[config.mk]
export PLATFORM = sky130hd
export DESIGN_NAME = ex_mem_latch
export DESIGN_NICKNAME = d
export VERILOG_FILES = /design/src/rtl/ex_mem_latch.sv
export SDC_FILE = /design/constraint.sdc
export NUM_CORES = 1
export LEC_CHECK = 0
export BUFFER_PORTS_ARGS = -buffer_cell sky130_fd_sc_hd__buf_4
export CORE_AREA = 2 2 109 132
export DETAILED_ROUTE_END_ITERATION = 12
export DIE_AREA = 0 0 111 134
export HOLD_SLACK_MARGIN = 0.15
export PLACE_DENSITY = 0.83
export SYNTH_ARGS = -nofsm -noshare
export SYNTH_HDL_FRONTEND = slang
export SYNTH_SLANG_ARGS = --single-unit
[constraint.sdc]
create_clock -name clk -period 2.5 [get_ports clk]
set_input_delay 0.25 -clock clk [delete_from_list [all_inputs] [get_ports clk]]
set_output_delay 0.25 -clock clk [all_outputs]
set_load 0.1 [all_outputs]
[src/rtl/ex_mem_latch.sv]
// ex_mem_latch: EX->MEM pipeline latch with mul/div stall, skid buffer, branch redirect and timeout flag; defining EX_MEM_FWD_EN adds fwd_valid/fwd_rd/fwd_data bypass outputs
module ex_mem_latch #(
  parameter int DATA_W     = 32,
  parameter int CTRL_W     = 5,
  parameter int RD_W       = 5,
  parameter int MEMCTL_W   = 3,
  parameter int MD_TIMEOUT = 40
) (
  input  logic                clk,
  input  logic                rst_n,
  input  logic                in_valid,
  output logic                in_ready,
  input  logic                is_md,
  input  logic                is_branch,
  input  logic [DATA_W-1:0]   alu_result,
  input  logic                alu_is_zero,
  input  logic                alu_md_ready,
  input  logic [DATA_W-1:0]   br_target,
  input  logic [DATA_W-1:0]   store_data,
  input  logic [RD_W-1:0]     rd_in,
  input  logic [MEMCTL_W-1:0] memctl_in,
  output logic                stall_ex,
  output logic                out_valid,
  input  logic                out_ready,
  output logic [DATA_W-1:0]   out_result,
  output logic [DATA_W-1:0]   out_store,
  output logic [RD_W-1:0]     out_rd,
  output logic [MEMCTL_W-1:0] out_memctl,
  output logic                branch_taken,
  output logic [DATA_W-1:0]   branch_pc,
`ifdef EX_MEM_FWD_EN
  output logic                fwd_valid,
  output logic [RD_W-1:0]     fwd_rd,
  output logic [DATA_W-1:0]   fwd_data,
`endif
  output logic                md_err
);
  localparam int CNT_W = $clog2(MD_TIMEOUT + 1) + (CTRL_W > 0 ? 0 : 1);
  localparam logic [CNT_W-1:0] TMAX = CNT_W'(MD_TIMEOUT);
  typedef enum logic {IDLE, MD_WAIT} state_t;
  state_t               state;
  logic [CNT_W-1:0]     cnt;
  logic                 pending;
  logic [DATA_W-1:0]    skid_result, skid_store;
  logic [RD_W-1:0]      skid_rd;
  logic [MEMCTL_W-1:0]  skid_memctl;
  logic                 slot_free, accept, md_start, md_done, md_skid, drain, taken;
  always_comb begin
    slot_free = !out_valid || out_ready;
    in_ready  = state == IDLE && slot_free && !is_md && !pending;
    accept    = in_valid && in_ready;
    taken     = accept && is_branch && alu_is_zero;
    md_start  = state == IDLE && !pending && in_valid && is_md;
    md_done   = state == MD_WAIT && alu_md_ready && slot_free;
    md_skid   = state == MD_WAIT && alu_md_ready && !slot_free;
    drain     = pending && slot_free;
    stall_ex  = md_start || pending || (state == MD_WAIT && !md_done);
  end
  always_ff @(posedge clk) begin
    if (rst_n) begin
      state        <= IDLE;
      cnt          <= '0;
      pending      <= 1'b0;
      md_err       <= 1'b0;
      out_valid    <= 1'b0;
      out_result   <= '0;
      out_store    <= '0;
      out_rd       <= '0;
      out_memctl   <= '0;
      branch_taken <= 1'b0;
      branch_pc    <= '0;
      skid_result  <= '0;
      skid_store   <= '0;
      skid_rd      <= '0;
      skid_memctl  <= '0;
    end else begin
      if (slot_free) out_valid <= accept || md_done || drain;
      if (accept) begin
        out_result <= alu_result;
        out_store  <= store_data;
        out_rd     <= (is_branch && !alu_is_zero) ? '0 : rd_in;
        out_memctl <= memctl_in;
      end else if (md_done) begin
        out_result <= alu_result;
        out_store  <= store_data;
        out_rd     <= rd_in;
        out_memctl <= memctl_in;
      end else if (drain) begin
        out_result <= skid_result;
        out_store  <= skid_store;
        out_rd     <= skid_rd;
        out_memctl <= skid_memctl;
      end
      if (md_skid) begin
        skid_result <= alu_result;
        skid_store  <= store_data;
        skid_rd     <= rd_in;
        skid_memctl <= memctl_in;
      end
      branch_taken <= taken;
      if (taken) branch_pc <= br_target;
      pending <= md_skid || (pending && !slot_free);
      md_err  <= md_err || (state == MD_WAIT && !alu_md_ready && cnt == TMAX - 1'b1);
      if (md_start) cnt <= '0;
      else if (state == MD_WAIT && cnt != TMAX) cnt <= cnt + 1'b1;
      state <= md_start ? MD_WAIT : (state == MD_WAIT && alu_md_ready) ? IDLE : state;
    end
  end
`ifdef EX_MEM_FWD_EN
  assign fwd_valid = out_valid && |out_rd && !out_memctl[MEMCTL_W-1];
  assign fwd_rd    = out_rd;
  assign fwd_data  = out_result;
`endif
endmodule

==> flow_summary.json <==
{
  "multi_input_area_sq_um": 3240,
  "fp.dieW_um": 111,
  "powerDensity_nw_per_um2": 724,
  "synth-xor-area-share": 0.00477,
  "holdWs_ns": 0.209,
  "reg2reg_depth": 5,
  "nNetsFinal": 1324,
  "initial_utilization": 0.541,
  "fin_worst_skew_ns": 0.00864,
  "yosysTopAreaCell": "dfxtp_1",
  "worstHoldPathCells": 2,
  "synthFlopType": "dfxtp_1",
  "htree_levels": 4,
  "worst_pin_slew_ns": 0.557,
  "viasPerCell": 5.67,
  "grt_pass1_wl_um": 36600,
  "ant_nets": 0,
  "core_area_sq_um": 13600,
  "fin_crit_sh": 0.911,
  "grt_pass1_vias": 7509,
  "avgSynthCellArea_sq_um": 7.88,
  "drive_above_1_share": 0.226,
  "startpoint_type": "flip-flop",
  "cpPeakStageDelay_ns": 0.57,
  "cts_tree": "done",
  "clock_sinks": 187,
  "place_hpwl_um": 12400,
  "rsz0062_at_grt": "false",
  "clock-root-buffer": "clkbuf_16",
  "ctsHoldBuffers": 106,
  "synthAdderAreaFrac": 0.00341,
  "cts_buffers": 17,
  "vias": 7905,
  "final.fill_count": 854,
  "synth-simple-area-share": 0.258,
  "rr_endpoint": "out_store[5]$_SDFFE_PP0P_",
  "yosys-top-cells-area": "dfxtp_1 (51%), nand2_1 (14%), a311oi_1 (8.0%)",
  "fin_area_sq_um": 10700,
  "dieArea_sq_um": 14900,
  "ff2ff_setup_slack_ns": 0.53,
  "drc": 0,
  "antenna_found_initial": 0,
  "die_h_um": 134,
  "slew_viol_final": 0,
  "slowest_stage": "dfxtp_1",
  "routedWlPerCell_um": 16.4,
  "slew_headroom": 0.628,
  "num_antenna_cells": 0,
  "clock_path_buffers": 2,
  "grt_max_degree": 108,
  "synth_top_family_by_area": "simple AND/OR/NAND/NOR gates",
  "synth-compound-area-share": 0.170,
  "hold_path_class": "in2reg",
  "cts.clk_slew.worst_paths_ns": 0.07,
  "yosysUniqueCellTypes": 36,
  "first_pass_iters": 5,
  "regToRegStartpoint": "state$_SDFFE_PP0P_",
  "crit_arrival_ns": 2.03,
  "setup_viol": 0,
  "netlist_area_sq_um": 7350,
  "worstHoldEndpoint": "skid_result[18]$_SDFFE_PP0P_",
  "gr-total-overflow": 0,
  "synth_edf_count": 0,
  "seq_area_sq_um": 3740,
  "status": "completed",
  "ys_warn_count": 0,
  "cts_resized": 0,
  "synth_top_cell_area_share": 0.510,
  "postCtsSetupBuffers": 0,
  "crit_type": "reg2out",
  "required_ns": 2.25,
  "synth_nets": 1046,
  "path_max_fanout": 13,
  "end_kind": "output port",
  "syn_inst": 932,
  "min_from": "rst_n",
  "core.rowCount": 47,
  "gp_congestion": 0.814,
  "postLayoutCoreUtil": 0.790,
  "vdd_drop_max_mv": 0.441,
  "finalHoldViolCount": 0,
  "synthToLayoutAreaGrowth_pct": 46.2,
  "clock_latency_ns": 0.43,
  "async_flop_share": 0,
  "port_buffers": 220,
  "setup_tns_ns": 0,
  "max_freq_ghz": 0.439,
  "power.static_leakage_uw": 0.00419,
  "placed_cell_area_sq_um": 9040,
  "io_pins": 221,
  "synth.yosys.seq_area_share": 0.510,
  "synth.mux.area_fraction": 0.00136,
  "timing.final.crit_period_ns": 2.28,
  "track_usage": 0.298,
  "crit_chain": "and2_0 > a21oi_1 > or2_2 > buf_4",
  "ys_ff_latch": 187,
  "routed_wl_um": 22900,
  "drtIter0Drc": 775,
  "drv_cap": 0
}
[placed cells by master (no fill, tap or decap), drive strengths merged, types with 20 or more instances in the layout]
| cell type | n |
|---|---|
| buf | 236 |
| nand2 | 281 |
| dlygate4sd3 | 106 |
| dfxtp | 187 |
| a21oi | 114 |
| clkbuf | 20 |
| nand3 | 74 |
| nor2 | 79 |
| a311oi | 67 |
[synthesized netlist by cell type (all sizes together) (3+ instances only)]
cell type and count:
clkbuf 53, nor2 79, a311oi 67, dfxtp 187
nand2 281, nand3 74, and3 6, xor2 3
nand4 3, a21oi 114, nand2b 3, a21boi 5
o21ai 6, buf 30
[how the worst max path moves through the flow]
stage,from,to,slack [ns],cells after the start
detailed placement,state$_SDFFE_PP0P_,skid_result[7]$_SDFFE_PP0P_,0.63,5
global placement,state$_SDFFE_PP0P_,skid_store[23]$_SDFFE_PP0P_,0.71,5
CTS,state$_SDFFE_PP0P_,stall_ex,0.21,4
global route,state$_SDFFE_PP0P_,stall_ex,0.12,4
floorplan,out_valid$_SDFFE_PP0N_,stall_ex,0.21,5
finish,state$_SDFFE_PP0P_,stall_ex,0.22,4
[critical path, delay by kind of cell, from the launching register on]
kind                   cells  cell delay (ns)
buffers and inverters      1             0.23
AO/OA/AOI/OAI              1             0.11
flip-flops                 1             0.57
AND/OR/NAND/NOR            2             0.69
[report_power, final]
| part | internal [uW] | total (uW) | switching (uW) |
|---|---|---|---|
| combinational | 479 | 1700 | 1220 |
| sequential | 3100 | 3180 | 81.8 |
| clock | 1720 | 2890 | 1180 |
[kinds of logic (layout without fill, tap and decap cells)]
family          count (synthesis)  count (layout)
compound gates                195             195
xor+xnor                        4               4
fa+ha+maj                       2               2
buf+inv                        85             376
flops                         187             187
mux                             1               1
simple gates                  458             458
[layer usage]
layer  wire length (um)  global-route usage
met5                  0                   0
met4                780               0.131
met3               1440              0.0479
met2              11900               0.530
met1               8790               0.357
[metrics by stage]
stage | power [uW] | std cells | setup slack, ns
after global placement | 4760 | 1256 | 0.710
after global routing | 8000 | 1394 | 0.118
final | 7770 | 1394 | 0.223
after floorplan | 4360 | 932 | 0.214
after detailed placement | 4770 | 1256 | 0.629
after CTS | 7770 | 1394 | 0.207
[cell type report]
cell class,count,area share
sequential,187,0.349
multi-input combinational,660,0.302
timing repair buffer,342,0.270
clock buffer,20,0.0416
tap,171,0.0199
clock inverter,12,0.0174
inverter,2,0.000699
[flip-flops by register name (all words and copies together) (netlist names), 5 cells and up]
register,flops
skid_result,32
skid_store,32
branch_pc,32
out_result,32
out_store,32
cnt,6
out_rd,5
skid_rd,5
Power figures use the tool's default switching activity.
